### src/rtl/hft_pkg.sv
// Shared types for the HFT datapath: the book message carried between the
// ITCH parsers, the message arbiter and the orderbook, plus arbiter state.
package hft_pkg;

  localparam int ARB_MAX_REQ = 8;

  typedef struct packed {
    logic [1:0]  op;        // add / cancel / execute / delete
    logic        side;      // 0 = bid, 1 = ask
    logic [31:0] order_id;
    logic [31:0] price;
    logic [31:0] qty;
  } book_msg_t;

  typedef enum logic [1:0] {
    ARB_RUN    = 2'd0,
    ARB_DRAIN  = 2'd1,
    ARB_PAUSED = 2'd2
  } arb_state_t;

endpackage

### src/rtl/rr_pick.sv
// Combinational round-robin pick: the first set bit of req, searching from
// ptr upward and wrapping modulo N.
// Ports:
//   req   - request vector
//   ptr   - search start index (0..N-1)
//   grant - one-hot grant (all zero when req is zero)
//   idx   - encoded grant index (0 when req is zero)
module rr_pick #(
  parameter  int N     = 4,
  localparam int IDX_W = $clog2(N)
) (
  input  logic [N-1:0]     req,
  input  logic [IDX_W-1:0] ptr,
  output logic [N-1:0]     grant,
  output logic [IDX_W-1:0] idx
);

  localparam logic [IDX_W:0] N_W = (IDX_W + 1)'(N);

  logic [N-1:0]   rot;
  logic [IDX_W:0] off;
  logic [IDX_W:0] sum;
  logic [IDX_W:0] sel;
  logic           hit;

  // Rotate so that bit 0 of rot corresponds to requester ptr.
  assign rot = N'({req, req} >> ptr);

  // Lowest set bit of the rotated vector wins.
  always_comb begin
    off = '0;
    hit = 1'b0;
    for (int j = N - 1; j >= 0; j--) begin
      if (rot[j]) begin
        off = (IDX_W + 1)'(j);
        hit = 1'b1;
      end
    end
  end

  // ptr + off is at most 2N-2, so one conditional subtract restores mod N.
  assign sum   = {1'b0, ptr} + off;
  assign sel   = (sum >= N_W) ? (sum - N_W) : sum;
  assign idx   = IDX_W'(sel);
  assign grant = hit ? (N'(1) << sel) : '0;

endmodule

### src/rtl/book_msg_arb.sv
// Round-robin merge of N_REQ book_msg_t streams into the orderbook input,
// with a registered output stage, per-source accept counters and a
// pause/drain handshake for quiescing the book from the HPS.
//
// Optional build macro BOOK_ARB_STRICT_PRIO_EN: requester 0 (HPS command
// path) wins whenever valid, without moving the pointer; requesters
// 1..N_REQ-1 round-robin among themselves. Undefined: one plain ring.
//
// Ports:
//   clk_100, rst_n         - clock, async active-low reset
//   req_valid/ready/msg    - per-requester handshake (N_REQ = 2..8)
//   out_valid/ready/msg    - registered output to the orderbook
//   out_src                - requester index that supplied out_msg
//   pause_req, paused      - HPS quiesce request / drained indication
//   cnt_sel, cnt_value     - combinational read of accept counters
//
// state      | meaning
// ARB_RUN    | granting normally
// ARB_DRAIN  | no grants, waiting for the output register to empty
// ARB_PAUSED | drained and idle until pause_req drops
module book_msg_arb
  import hft_pkg::*;
#(
  parameter  int N_REQ = 4,
  parameter  int CNT_W = 32,
  localparam int IDX_W = $clog2(N_REQ)
) (
  input  logic               clk_100,
  input  logic               rst_n,
  input  logic [N_REQ-1:0]   req_valid,
  output logic [N_REQ-1:0]   req_ready,
  input  book_msg_t          req_msg [N_REQ],
  output logic               out_valid,
  input  logic               out_ready,
  output book_msg_t          out_msg,
  output logic [IDX_W-1:0]   out_src,
  input  logic               pause_req,
  output logic               paused,
  input  logic [IDX_W-1:0]   cnt_sel,
  output logic [CNT_W-1:0]   cnt_value
);

  arb_state_t       state_q, state_d;
  logic [IDX_W-1:0] rr_ptr;
  logic [CNT_W-1:0] cnt [N_REQ];

  logic             load_en;
  logic             grant_ok;
  logic             accept;
  logic [N_REQ-1:0] pick_req;
  logic [N_REQ-1:0] pick_grant;
  logic [IDX_W-1:0] pick_idx;
  logic [N_REQ-1:0] grant;
  logic [IDX_W-1:0] acc_idx;
  logic [IDX_W-1:0] next_ptr;
  logic             keep_ptr;

  assign load_en  = !out_valid || out_ready;
  // rst_n gating keeps req_ready low while reset is held, since the reset
  // state (RUN, output empty) would otherwise allow grants.
  assign grant_ok = rst_n && (state_q == ARB_RUN) && !pause_req && load_en;

  rr_pick #(.N(N_REQ)) u_pick (
    .req   (pick_req),
    .ptr   (rr_ptr),
    .grant (pick_grant),
    .idx   (pick_idx)
  );

`ifdef BOOK_ARB_STRICT_PRIO_EN
  assign pick_req = {req_valid[N_REQ-1:1], 1'b0};

  always_comb begin
    grant    = pick_grant;
    acc_idx  = pick_idx;
    keep_ptr = 1'b0;
    if (req_valid[0]) begin
      grant    = N_REQ'(1);
      acc_idx  = '0;
      keep_ptr = 1'b1;
    end
  end
`else
  assign pick_req = req_valid;
  assign grant    = pick_grant;
  assign acc_idx  = pick_idx;
  assign keep_ptr = 1'b0;
`endif

  assign req_ready = grant_ok ? grant : '0;
  assign accept    = |req_ready;
  assign next_ptr  = (acc_idx == IDX_W'(N_REQ - 1)) ? '0 : acc_idx + IDX_W'(1);

  always_ff @(posedge clk_100 or negedge rst_n) begin
    if (!rst_n) begin
      out_valid <= 1'b0;
      out_msg   <= '0;
      out_src   <= '0;
      rr_ptr    <= '0;
    end else begin
      if (load_en) begin
        out_valid <= accept;
        if (accept) begin
          out_msg <= req_msg[acc_idx];
          out_src <= acc_idx;
        end
      end
      if (accept && !keep_ptr) begin
        rr_ptr <= next_ptr;
      end
    end
  end

  always_ff @(posedge clk_100 or negedge rst_n) begin
    if (!rst_n) begin
      for (int i = 0; i < N_REQ; i++) begin
        cnt[i] <= '0;
      end
    end else if (accept) begin
      cnt[acc_idx] <= cnt[acc_idx] + CNT_W'(1);
    end
  end

  assign cnt_value = (int'(cnt_sel) < N_REQ) ? cnt[cnt_sel] : '0;

  always_ff @(posedge clk_100 or negedge rst_n) begin
    if (!rst_n) begin
      state_q <= ARB_RUN;
    end else begin
      state_q <= state_d;
    end
  end

  always_comb begin
    state_d = state_q;
    case (state_q)
      ARB_RUN: begin
        if (pause_req) state_d = ARB_DRAIN;
      end
      ARB_DRAIN: begin
        if (!pause_req)                    state_d = ARB_RUN;
        else if (!out_valid || out_ready)  state_d = ARB_PAUSED;
      end
      ARB_PAUSED: begin
        if (!pause_req) state_d = ARB_RUN;
      end
      default: state_d = ARB_RUN;
    endcase
  end

  assign paused = (state_q == ARB_PAUSED);

endmodule

### config.mk
export PLATFORM = sky130hd
export DESIGN_NAME = book_msg_arb
export DESIGN_NICKNAME = d
export VERILOG_FILES = /design/src/rtl/hft_pkg.sv /design/src/rtl/rr_pick.sv /design/src/rtl/book_msg_arb.sv
export SDC_FILE = /design/constraint.sdc
export NUM_CORES = 1
export LEC_CHECK = 0
export CAP_MARGIN = 30
export CORE_AREA = 2 2 214 216
export CTS_CLUSTER_DIAMETER = 200
export DETAILED_ROUTE_END_ITERATION = 10
export DIE_AREA = 0 0 216 218
export PLACE_DENSITY = 0.73
export SETUP_SLACK_MARGIN = 0.1
export SLEW_MARGIN = 5
export SYNTH_ARGS = -nofsm -noshare
export SYNTH_HDL_FRONTEND = slang
export SYNTH_SLANG_ARGS = --single-unit
export TNS_END_PERCENT = 1
### constraint.sdc
create_clock -name clk_100 -period 6.55 [get_ports clk_100]
set_clock_uncertainty 0.05 [all_clocks]
set_input_delay 1.31 -clock clk_100 [delete_from_list [all_inputs] [get_ports clk_100]]
set_output_delay 1.31 -clock clk_100 [all_outputs]
set_load 0.01 [all_outputs]
== Yosys cells after proc, flatten, opt, wreduce, memory -nomap -nowiden ==
Index checks and enable logic that the tools add are counted.

* Register bits after elaboration: 234
* Input port bits: 406
* Output and inout port bits: 139
* Logic and storage cells: 71

* Add/sub/neg operators: 4
* Order comparisons: 4
* Eq/ne operators: 6
* Shift-type cells: 2
* Multiplexer cells: 29
* Bitwise gates (word level): 2
* Reductions and logical operators: 11

{| class="wikitable"
|+ Operators with widths
! cell !! count
|-
| binary-select mux 99 bit (select 2 bit) || 1
|-
| two-way mux 99 bit || 2
|-
| two-way mux 32 bit || 5
|-
| binary-select mux 32 bit (select 2 bit) || 2
|-
| bitwise mux 128 bit || 1
|-
| demux 32 bit (select 2 bit) || 1
|-
| adder 32 x 1 -> 32 bit (second input constant) || 1
|-
| two-way mux 2 bit || 9
|-
| >= comparator 3 bit (second input constant) || 3
|-
| two-way mux 4 bit || 2
|-
| right shift 8 x 2 -> 4 bit || 1
|-
| NOT 2 -> 3 bit || 2
|-
| one-hot mux 2 bit (3 select lines) || 1
|-
| == test 2 bit (second input constant) || 2
|-
| logical AND 1 bit || 4
|-
| two-way mux 1 bit || 4
|-
| != test 2 bit (second input constant) || 2
|-
| OR reduction 4 bit || 1
|-
| << shifter 1 x 3 -> 4 bit (first input constant) || 1
|-
| adder 2 x 2 -> 3 bit || 1
|-
| less-than comparator 3 x 1 -> 1 bit (second input constant) || 1
|-
| two-way mux 3 bit || 1
|-
| != test 3 bit (second input constant) || 1
|-
| AND reduction 3 bit || 1
|-
| other kinds (7) || 8
|}

== Depth between registers and ports, before layout ==
Gate-level depths: netlist (run 1).

* Depth in word-level cells: 14
* Mapped depth: 21
* Mapped depth without buffers: 18

== Cells and area by module ==
A second synthesis (run 1) with hierarchy kept.

* Cell total of the unflattened synthesis: 1273
* Area total of the unflattened synthesis: 13900.8 µm²

{| class="wikitable"
|+ By module, submodules not included
! module !! instances !! cells an instance !! area an instance (µm²) !! sequential area each (µm²)
|-
| book_msg_arb || 1 || 1241 || 13653.1 || 5855.6
|-
| rr_pick || 1 || 32 || 247.7 || 0.0
|}

== Worst setup path before layout (run 1) ==
OpenSTA, ideal clock, no wires.

* Kind: input to register
* Start point: input port req_valid[3]
* End point: register cnt[20] (netlist name)
* Setup time: 0.133 ns
* Arrival: 5.031 ns
* Setup slack: 1.336 ns
* Cell stages on the path: 21
* Path through: inv_1 nand3_1 o311ai_0 o21ai_0 o221ai_1 ha_1 buf_4 buf_4 buf_4 buf_2 buf_2 buf_2 mux4_2 ha_1 nor2b_1 nand4_1 a21oi_1 nor2_1 a21oi_1 a2111oi_4 o21ai_1

* Cells in the longest elaborated chain, start to end: 14

{| class="wikitable"
|+ Ends and longest elaborated chain
! item !! RTL line !! source
|-
| from (decl) || book_msg_arb.sv:30 || <nowiki>input logic [N_REQ-1:0] req_valid,</nowiki>
|-
| right shift 8 x 2 -> 4 bit (*) || rr_pick.sv:27 || <nowiki>assign rot = N'({req, req} >> ptr);</nowiki>
|-
| two-way mux 2 bit (3 in a row) || rr_pick.sv:34 || <nowiki>if (rot[j]) begin</nowiki>
|-
| two-way mux 2 bit (*) || rr_pick.sv:34 ||
|-
| adder 2 x 2 -> 3 bit (*) || rr_pick.sv:42 || <nowiki>assign sum = {1'b0, ptr} + off;</nowiki>
|-
| subtractor 3 bit / >= comparator 3 bit (equally long branches) || rr_pick.sv:43 || <nowiki>assign sel = (sum >= N_W) ? (sum - N_W) : sum;</nowiki>
|-
| two-way mux 3 bit (*) || rr_pick.sv:43 ||
|-
| named net acc_idx[0] || book_msg_arb.sv:54 || <nowiki>logic [IDX_W-1:0] acc_idx;</nowiki>
|-
| NOT 2 -> 3 bit (implied by the code) || book_msg_arb.sv:120 || <nowiki>cnt[acc_idx] <= cnt[acc_idx] + CNT_W'(1);</nowiki>
|-
| binary-select mux 32 bit (select 2 bit), or another cell as far along || book_msg_arb.sv:120 ||
|-
| two-way mux 32 bit (implied by the code) / logical AND 1 bit (equally long branches) || book_msg_arb.sv:120 ||
|-
| two-way mux 32 bit (implied by the code) || book_msg_arb.sv:120 ||
|-
| adder 32 x 1 -> 32 bit / demux 32 bit (select 2 bit) (equally long branches) || book_msg_arb.sv:120 ||
|-
| bitwise mux 128 bit || book_msg_arb.sv:120 ||
|-
| to (signal, indexed assignment) || book_msg_arb.sv:120 ||
|-
| to (decl) || book_msg_arb.sv:45 || <nowiki>logic [CNT_W-1:0] cnt [N_REQ];</nowiki>
|}

The timed path passes the listed nets; every way through them passes the cells marked *. The select of a mux whose other input is x is not followed.
A chain may end at the register's enable or synchronous reset.

== Final worst setup path (run 1) ==
* Start point: input port req_valid[3]
* End point: output port req_ready[1]

* Cells in the longest elaborated chain, start to end: 11

{| class="wikitable"
|+ Ends and longest elaborated chain
! item !! RTL line !! source
|-
| right shift 8 x 2 -> 4 bit (*) || rr_pick.sv:27 ||
|-
| two-way mux 2 bit (4 in a row) || rr_pick.sv:34 ||
|-
| adder 2 x 2 -> 3 bit || rr_pick.sv:42 ||
|-
| subtractor 3 bit / >= comparator 3 bit (equally long branches) || rr_pick.sv:43 ||
|-
| two-way mux 3 bit || rr_pick.sv:43 ||
|-
| << shifter 1 x 3 -> 4 bit || rr_pick.sv:45 || <nowiki>assign grant = hit ? (N'(1) << sel) : '0;</nowiki>
|-
| two-way mux 4 bit (*) || rr_pick.sv:45 ||
|-
| two-way mux 4 bit (*) || book_msg_arb.sv:90 || <nowiki>assign req_ready = grant_ok ? grant : '0;</nowiki>
|-
| to (decl) || book_msg_arb.sv:31 || <nowiki>output logic [N_REQ-1:0] req_ready,</nowiki>
|}

Every way passes the cells marked *; elsewhere a longest branch is shown, timed or not.

==> results.toml, run 1 <==
[timing]
hold_viol = 0
fin_crit_sh_pct = 93.2
max-slew-margin-rel_pct = 32.0
worstMarginPinSlew_ns = 1.02
fin_setup_tns_ns = 0
hold_ws_ns = 0.454
setup_viol = 0
min_period_ns = 6.10
max_freq_ghz = 0.164
rsz0062_at_grt = "no"
slew_viol_final = 0
fin_ws_ns = 0.446

[logic_synthesis]
yosysTopAreaCellShare_pct = 40.8
synth-edff-count = 0
synth.most_common_cell = "dfrtp_1"
yosys.area.top_type = "dfrtp_1"
synthTopCellsByArea = "dfrtp_1 (41%), mux4_2 (24%), mux2_2 (11%)"
async_flop_share_pct = 100
synth.distinct_cells = 69
synthTopCellsByCount = "dfrtp_1 (234), mux4_2 (155), mux2_2 (142)"
synth_cells = 1109
synth_flop_cell = "dfrtp_1"
synth_nets = 1525
synth.avg_cell_area_um2 = 12.9
ys_warn_count = 0
ys_seq_area_share_pct = 40.8
synth_area_um2 = 14300
ys_seq_elements = 234

[global_route]
grt_start_max_net_pins = 86
first_global_vias = 12600
grt_pass1_wl_um = 87900
gr-total-overflow = 0
antenna_found_initial = 36
grt_usage_pct = 25.8

[cells_and_area]
drive_above_1_share_pct = 23.9
post-route-util_pct = 47.8
finalNetCount = 2049
finalInstanceArea_um2 = 21500
syn_to_final_growth_pct = 49.6
nFillCells = 4010

[placement]
gp_congestion = 0.911
numPortBuffers = 544
dp_slack_ns = 0.408
place_area_um2 = 20400
dp_hpwl_um = 49500

[drt]
wirelength_um = 62000
drtIter0Drc = 1042
viasPerCell = 5.47
wl_per_cell_um = 27.4
detail-route-antenna-nets = 0
first_pass_iters = 5
vias = 12400
route.detailed.drc = 0

[hold_path]
hold_class = "reg2reg"

[critical_path]
path_cells = "clkdlybuf4s50_1, inv_1, nand3_1, o311ai_0, o21ai_0, o221ai_1, ha_4, xor2_1, nor4_2, nor2_4, inv_2, ha_1, and2_1, clkdlybuf4s50_1"
worstSetupStartpointType = "input port"
critical-path-max-stage-delay_ns = 0.59
crit_path_end_kind = "output pin"
regToRegStartpoint = "rr_ptr[0]$_DFFE_PN0N_"
r2r_slack_ns = 1.52
critPathLaunch = "req_valid[3]"
crit_top_cell = "clkdlybuf4s50_1"
crit_fanout = 15
slowest_stage = "nor4_2"
crit_path_end = "req_ready[1]"
r2r_end = "cnt[63]$_DFFE_PN0P_"
cp.required_ns = 5.19
crit_arrival_ns = 4.74
critPathKind = "in2out"
rr_worst_depth = 14

[die]
placeableCoreArea_um2 = 44900
io_pins = 545
die-area_um2 = 47100
fp.dieW_um = 216
start_util_pct = 32.0
rows = 78
die_h_um = 218

[clock_network]
cts_buffer_depth = 3
postCtsSetupRepairBufs = 0
clock-root-buffer = "clkbuf_16"
clkTransAtPathRegs_ns = 0.06
cts_hold_buffers = 0
insertion_delay_ns = 0.56
cts_buffers = 28
clock-sinks = 234
cts_max_level = 1
tritoncts = "built"
cts_resized = 0

[flow_run]
maxCapViolations = 0

[power_and_ir_drop]
p_leak_nw = 8.29
power_density_nw_per_um2 = 415
ir_drop_v = 0.000318

[outcome]
status = "completed"
critical path: cells and delay by family:
| kind | cells | cell delay [ns] |
|---|---|---|
| AO/OA/AOI/OAI | 3 | 0.50 |
| XOR/XNOR | 1 | 0.18 |
| adder cells (fa/ha/maj) | 2 | 0.40 |
| AND/OR/NAND/NOR | 4 | 1.02 |
| buffers and inverters | 4 | 1.31 |
how the worst min path moves through the flow:
stage | start | endpoint | slack, ns | cells after the start
6_report | out_msg[98]$_DFFE_PN0P_ | out_msg[98]$_DFFE_PN0P_ | 0.45 | 1
5_1_grt | out_msg[13]$_DFFE_PN0P_ | out_msg[13]$_DFFE_PN0P_ | 0.46 | 1
4_1_cts | out_msg[32]$_DFFE_PN0P_ | out_msg[32]$_DFFE_PN0P_ | 0.46 | 1
3_5_place_dp | out_msg[98]$_DFFE_PN0P_ | out_msg[98]$_DFFE_PN0P_ | 0.44 | 1
3_3_place_gp | cnt[61]$_DFFE_PN0P_ | cnt[61]$_DFFE_PN0P_ | 0.43 | 2
2_1_floorplan | cnt[42]$_DFFE_PN0P_ | cnt[42]$_DFFE_PN0P_ | 0.42 | 2
metal layers:
metal | wire length [µm] | vias up | global-route usage, %
met2 | 26900 | 596 | 37.0
met4 | 2180 | 40 | 9.50
li1 | - | 5354 | -
met3 | 9330 | 131 | 16.1
met1 | 23400 | 6270 | 31.4
met5 | 253 | - | 0
final cells by class:
cell class | instances | area (µm²) | area share (%)
Antenna cell | 11 | 27.5 | 0.128
Clock buffer | 38 | 790 | 3.68
Clock inverter | 13 | 203 | 0.945
Inverter | 5 | 18.8 | 0.0875
Multi-Input combinational cell | 789 | 8070 | 37.6
Sequential cell | 234 | 5860 | 27.3
Tap cell | 600 | 751 | 3.50
Timing Repair Buffer | 575 | 5750 | 26.8
placed cells by master, fill, tap and decap left out, types with 17 or more instances in the layout:
| master | n |
|---|---|
| buf_4 | 26 |
| clkbuf_16 | 29 |
| clkdlybuf4s50_1 | 542 |
| dfrtp_1 | 234 |
| mux2_2 | 142 |
| mux2i_1 | 17 |
| mux4_2 | 155 |
| nand2_1 | 129 |
| nand3_1 | 40 |
| nand4_1 | 17 |
| o21ai_0 | 48 |
| o21ai_1 | 65 |
| xor2_1 | 20 |
per-stage QoR:
step / power [mW] / std cells
2_1_floorplan: 5.50 / 1109
3_3_place_gp: 7.18 / 2202
3_5_place_dp: 7.27 / 2202
4_1_cts: 8.98 / 2253
5_1_grt: 9.40 / 2261
6_report: 8.92 / 2265
registers in the layout, indices dropped and copies added (netlist names):
signal,flops
out_valid,1
rr_ptr,2
out_src,2
state_q,2
out_msg,99
cnt,128
cell families (layout without fill, tap and decap cells):
logic type | count (synthesis) | count (layout) | synth area share (%)
and+or+nand+nor | 259 | 259 | 8.90
other | 0 | 11 | 0
AOI/OAI and AO/OA | 169 | 169 | 7.22
buffers and inverters | 86 | 631 | 3.13
muxes | 318 | 318 | 37.0
DFF | 234 | 234 | 40.8
xor gates and xnor gates | 33 | 33 | 2.07
adders and majority gates | 10 | 10 | 0.872
power breakdown:
part	leakage (nW)	switching (mW)	internal, mW
Sequential	3.04	0.260	1.83
Combinational	4.77	2.34	2.80
Clock	0.481	0.645	1.04
Note: power is estimated with default switching activity, not from simulation.
==> inputs of run 2 (changes only) <==
--- a/config.mk
+++ b/config.mk
@@ -10,6 +10,7 @@
 export CTS_CLUSTER_DIAMETER = 200
 export DETAILED_ROUTE_END_ITERATION = 10
 export DIE_AREA = 0 0 216 218
+export GPL_ROUTABILITY_DRIVEN = 0
 export PLACE_DENSITY = 0.73
 export SETUP_SLACK_MARGIN = 0.1
 export SLEW_MARGIN = 5
==> run 2 against run 1 <==
  * Flip-flop and latch count unchanged
  * Routed wire length is 0.20% higher
  * Utilization rose by 0.14 points
  * Via count increased by 0.79%
  * Register-to-register slack better by 0.23 ns
  * Critical path depth decreased by 2
  * Non-clock buffer count grew 3
  * Clock power barely moved
  * Sequential power about the same
  * Critical endpoint is now req_ready[0]
  * Fmax increased by 0.57%
==> results.toml, run 2 (synthesis results as in run 1) <==
[critical_path]
regToRegStartpoint = "rr_ptr[0]$_DFFE_PN0N_"
crit_arrival_ns = 4.71
path_cells = "clkdlybuf4s50_1, nor2_1, o21ai_0, o221ai_1, ha_4, xor2_1, nor4_2, nor2_4, inv_2, ha_1, and2_1, clkdlybuf4s50_1"
crit_top_cell = "clkdlybuf4s50_1"
slowest_stage = "nor4_2"
crit_path_end_kind = "output pin"
crit_fanout = 9
worstSetupStartpointType = "input port"
cp.required_ns = 5.19
critPathLaunch = "req_valid[2]"
critPathKind = "in2out"
critical-path-max-stage-delay_ns = 0.60

[clock_network]
postCtsSetupRepairBufs = 0
cts_max_level = 1
cts_buffers = 28
clkTransAtPathRegs_ns = 0.06
insertion_delay_ns = 0.59
cts_resized = 0
cts_hold_buffers = 0
tritoncts = "built"
clock-root-buffer = "clkbuf_16"
cts_buffer_depth = 3
clock-sinks = 234

[global_route]
grt_pass1_wl_um = 88200
first_global_vias = 12600
grt_usage_pct = 25.7
grt_start_max_net_pins = 86
gr-total-overflow = 0
antenna_found_initial = 51

[cells_and_area]
layout_common_cells = "clkdlybuf4s50_1 (542), dfrtp_1 (234), mux4_2 (155), mux2_2 (142), nand2_1 (129)"
post-route-util_pct = 47.9
largest_reg_flops = 128
top_regs = "cnt: 128 flops, out_msg: 99 flops"
syn_to_final_growth_pct = 50.0
fin_cells = 2273
top_register = "cnt"
mostFrequentLayoutCell = "clkdlybuf4s50_1"
drive_above_1_share_pct = 24.1
finalNetCount = 2052

[timing]
fin_crit_sh_pct = 92.7
min_period_ns = 6.07
fin_setup_tns_ns = 0
hold_viol = 0
max-slew-margin-rel_pct = 42.8
setup_viol = 0
rsz0062_at_grt = "no"
slew_viol_final = 0
max_freq_ghz = 0.165
worstMarginPinSlew_ns = 0.858

[drt]
route.detailed.drc = 0
first_pass_iters = 5
detail-route-antenna-nets = 0
vias = 12500
wirelength_um = 62100
drtIter0Drc = 960
viasPerCell = 5.49
wl_per_cell_um = 27.3

[placement]
placedCellCount = 2206
numPortBuffers = 544
dp_hpwl_um = 50000

[die]
io_pins = 545
fp.dieW_um = 216
die-area_um2 = 47100
die_h_um = 218
rows = 78
placeableCoreArea_um2 = 44900
start_util_pct = 32.0

[flow_run]
maxCapViolations = 0

[power_and_ir_drop]
power_density_nw_per_um2 = 416
ir_drop_v = 0.000297
p_leak_nw = 8.31

[hold_path]
hold_class = "reg2reg"
min_from = "out_msg[40]$_DFFE_PN0P_"

[outcome]
status = "completed"
-- run 2: cell types whose count changed in the layout (fill, tap and decap cells not counted), sizes merged --
cell	delta
diode	+5
buf	+3
clkbuf	-1
inv	+1
-- run 2: worst max-delay path: cells and delay by family --
kind | cells | cell delay (ns)
AOI/OAI and AO/OA | 2 | 0.54
xor gates and xnor gates | 1 | 0.11
adders and majority gates | 2 | 0.38
buffers and inverters | 3 | 1.18
and+or+nand+nor | 4 | 1.17
-- run 2: path summary, 6_finish.rpt --
kind	to	slack (ns)	cells after the start
min in group asynchronous	cnt[107]$_DFFE_PN0P_	0.58	1
worst max-delay path	req_ready[0]	0.48	12
max in group asynchronous	out_msg[55]$_DFFE_PN0P_	3.92	3
worst max register to register	cnt[60]$_DFFE_PN0P_	1.75	16
worst min-delay path	out_msg[40]$_DFFE_PN0P_	0.46	1
worst min register to register	out_msg[40]$_DFFE_PN0P_	0.46	1
-- run 2: final cells by class --
type / count / area (µm²)
diodes: 16 / 40.0
well taps: 600 / 751
fillers: 3957 / 23400
repair buffers: 578 / 5780
clock inverters: 14 / 239
inverters: 5 / 18.8
clock buffers: 37 / 774
flip-flops and latches: 234 / 5860
multi-input cells: 789 / 8070
-- run 2: through the flow --
stage | hold slack (ns) | cell area [µm²] | worst slack [ns] | power, mW
global route | 0.463 | 21500 | 0.262 | 9.43
global placement | 0.434 | 20400 | 0.612 | 7.15
detailed placement | 0.445 | 20500 | 0.485 | 7.33
floorplan | 0.415 | 14300 | 1.34 | 5.50
finish | 0.456 | 21500 | 0.480 | 8.95
CTS | 0.457 | 21500 | 0.530 | 9.03
-- run 2: metal layers --
| layer | GRT usage (%) | routed length (µm) | vias up |
|---|---|---|---|
| met1 | 30.4 | 23200 | 6339 |
| met2 | 37.8 | 27500 | 573 |
| met4 | 7.65 | 1650 | 56 |
| met5 | 1.35 | 347 | - |
| met3 | 17.0 | 9380 | 142 |
| li1 | - | - | 5379 |
-- run 2: report_power, final --
part	switching, mW	total [mW]	internal (mW)
combinational	2.35	5.16	2.81
sequential	0.262	2.10	1.83
clock	0.659	1.69	1.04
total	3.27	8.95	5.68
==> inputs of run 3 (changes only) <==
--- a/config.mk
+++ b/config.mk
@@ -11,9 +11,9 @@
 export DETAILED_ROUTE_END_ITERATION = 10
 export DIE_AREA = 0 0 216 218
 export GPL_ROUTABILITY_DRIVEN = 0
-export PLACE_DENSITY = 0.73
+export PLACE_DENSITY_LB_ADDON = 0.15
 export SETUP_SLACK_MARGIN = 0.1
-export SLEW_MARGIN = 5
+export SLEW_MARGIN = 20
 export SYNTH_ARGS = -nofsm -noshare
 export SYNTH_HDL_FRONTEND = slang
 export SYNTH_SLANG_ARGS = --single-unit
==> run 3 against run 2 <==
  * Flip-flop and latch count stayed put
  * Largest power group unchanged
  * First-iteration DRC count is 18% lower
  * Via count decreased by 2.2%
  * Fmax is 0.91% higher
  * Utilization barely moved
  * Total power about the same
  * Register-to-register slack worse by 0.11 ns
  * Clock power rose by 5%
==> results.toml, run 3 (synthesis results as in run 1) <==
[timing]
rsz0062_at_grt = "no"
slew_viol_final = 0
max_freq_ghz = 0.166
max-slew-margin-rel_pct = 34.3
fin_ws_ns = 0.535
fin_setup_tns_ns = 0
min_period_ns = 6.02
hold_viol = 0
worstMarginPinSlew_ns = 0.977
setup_viol = 0
fin_crit_sh_pct = 91.8

[critical_path]
critPathLaunch = "req_valid[3]"
critPathKind = "in2out"
crit_fanout = 15
crit_top_cell = "clkdlybuf4s50_1"
cp.required_ns = 5.19
crit_path_end = "req_ready[0]"
path_cells = "clkdlybuf4s50_1, inv_1, nand3_1, o311ai_0, o21ai_0, o221ai_1, ha_4, xor2_1, nor4_2, nor2_4, inv_2, ha_1, and2_1, clkdlybuf4s50_1"
r2r_end = "cnt[30]$_DFFE_PN0P_"
slowest_stage = "nor4_2"
crit_path_end_kind = "output pin"
rr_worst_depth = 16
crit_arrival_ns = 4.66
critical-path-max-stage-delay_ns = 0.60
r2r_slack_ns = 1.64
regToRegStartpoint = "rr_ptr[0]$_DFFE_PN0N_"
worstSetupStartpointType = "input port"

[clock_network]
clock-sinks = 234
clock-root-buffer = "clkbuf_16"
postCtsSetupRepairBufs = 0
cts_hold_buffers = 0
tritoncts = "built"
cts_max_level = 1
cts_resized = 0
cts_buffer_depth = 3
clkTransAtPathRegs_ns = 0.06
insertion_delay_ns = 0.60
cts_buffers = 29

[outcome]
status = "completed"

[drt]
top_layer_used = "met5"
first_pass_iters = 5
met1_length_um = 24600
viasPerCell = 5.36
wl_met2_um = 27000
route.detailed.drc = 0
drtIter0Drc = 786
wl_per_cell_um = 27.5
detail-route-antenna-nets = 0
met3WireLength_um = 9300
vias = 12200
wirelength_um = 62700

[die]
io_pins = 545
fp.dieW_um = 216
die-area_um2 = 47100
placeableCoreArea_um2 = 44900
die_h_um = 218
rows = 78
start_util_pct = 32.0

[flow_run]
maxCapViolations = 0

[global_route]
first_global_vias = 12300
grt_start_max_net_pins = 72
gr-total-overflow = 0
grt_usage_pct = 26.0
antenna_found_initial = 61
grt_pass1_wl_um = 88800

[cells_and_area]
finalInstanceArea_um2 = 21500
mostFrequentLayoutCell = "clkdlybuf4s50_1"
largest_reg_flops = 128
syn_to_final_growth_pct = 50.1
layout_common_cells = "clkdlybuf4s50_1 (542), dfrtp_1 (234), mux4_2 (155), mux2_2 (142), nand2_1 (125)"
top_register = "cnt"
top_regs = "cnt: 128 flops, out_msg: 99 flops"
drive_above_1_share_pct = 24.6
finalNetCount = 2051

[placement]
place_area_um2 = 20400
dp_slack_ns = 0.355
dp_hpwl_um = 49100
numPortBuffers = 544

[hold_path]
hold_class = "reg2reg"

[power_and_ir_drop]
finalPower_mw = 8.95
p_leak_nw = 8.33
ir_drop_v = 0.000520
power_density_nw_per_um2 = 415
run 3: cell count changes in the layout (fill, tap and decap cells not counted), moves of 2 or more:
cell      before  now
clkinv_2       3    7
nand2_1      129  125
clkbuf_8       4    6
nand2_2        0    4
clkbuf_1       5    1
diode_2       16   22
run 3: per-layer routing:
layer	vias up	GRT usage, %
li1	5379	-
met1	6170	32.2
met2	441	37.2
met3	145	17.3
met4	78	6.51
met5	-	0
run 3: per-stage QoR:
stage	utilization (%)	hold slack [ns]	instances
global placement	45.4	0.433	2203
CTS	47.8	0.454	2257
floorplan	-	0.415	1109
detailed placement	45.4	0.440	2203
finish	48.0	0.451	2280
global route	47.9	0.464	2272
run 3: power by group:
part / leakage [nW] / switching [mW] / internal, mW
Sequential: 3.04 / 0.238 / 1.83
Combinational: 4.77 / 2.33 / 2.77
Clock: 0.522 / 0.703 / 1.08
run 3: cell type report:
class / instances / area (µm²)
fill: 4119 / 23400
multi-input combinational: 789 / 8070
sequential: 234 / 5860
timing repair buffer: 576 / 5730
clock buffer: 36 / 812
tap: 600 / 751
clock inverter: 18 / 246
antenna: 22 / 55.1
inverter: 5 / 18.8
run 3: worst min path at each step:
stage	to	cells after the start	slack (ns)	start
final	out_msg[85]$_DFFE_PN0P_	1	0.45	out_msg[85]$_DFFE_PN0P_
after global routing	out_msg[43]$_DFFE_PN0P_	1	0.46	out_msg[43]$_DFFE_PN0P_
after CTS	cnt[10]$_DFFE_PN0P_	2	0.45	cnt[10]$_DFFE_PN0P_
after detailed placement	cnt[10]$_DFFE_PN0P_	2	0.44	cnt[10]$_DFFE_PN0P_
after global placement	cnt[29]$_DFFE_PN0P_	2	0.43	cnt[29]$_DFFE_PN0P_
after floorplan	cnt[42]$_DFFE_PN0P_	2	0.42	cnt[42]$_DFFE_PN0P_
run 3: critical path: cells and delay by family:
| family | cells | cell delay, ns |
|---|---|---|
| adders and majority gates | 2 | 0.38 |
| xor gates and xnor gates | 1 | 0.18 |
| AOI/OAI and AO/OA | 3 | 0.43 |
| and+or+nand+nor | 4 | 1.03 |
| buffers and inverters | 4 | 1.31 |
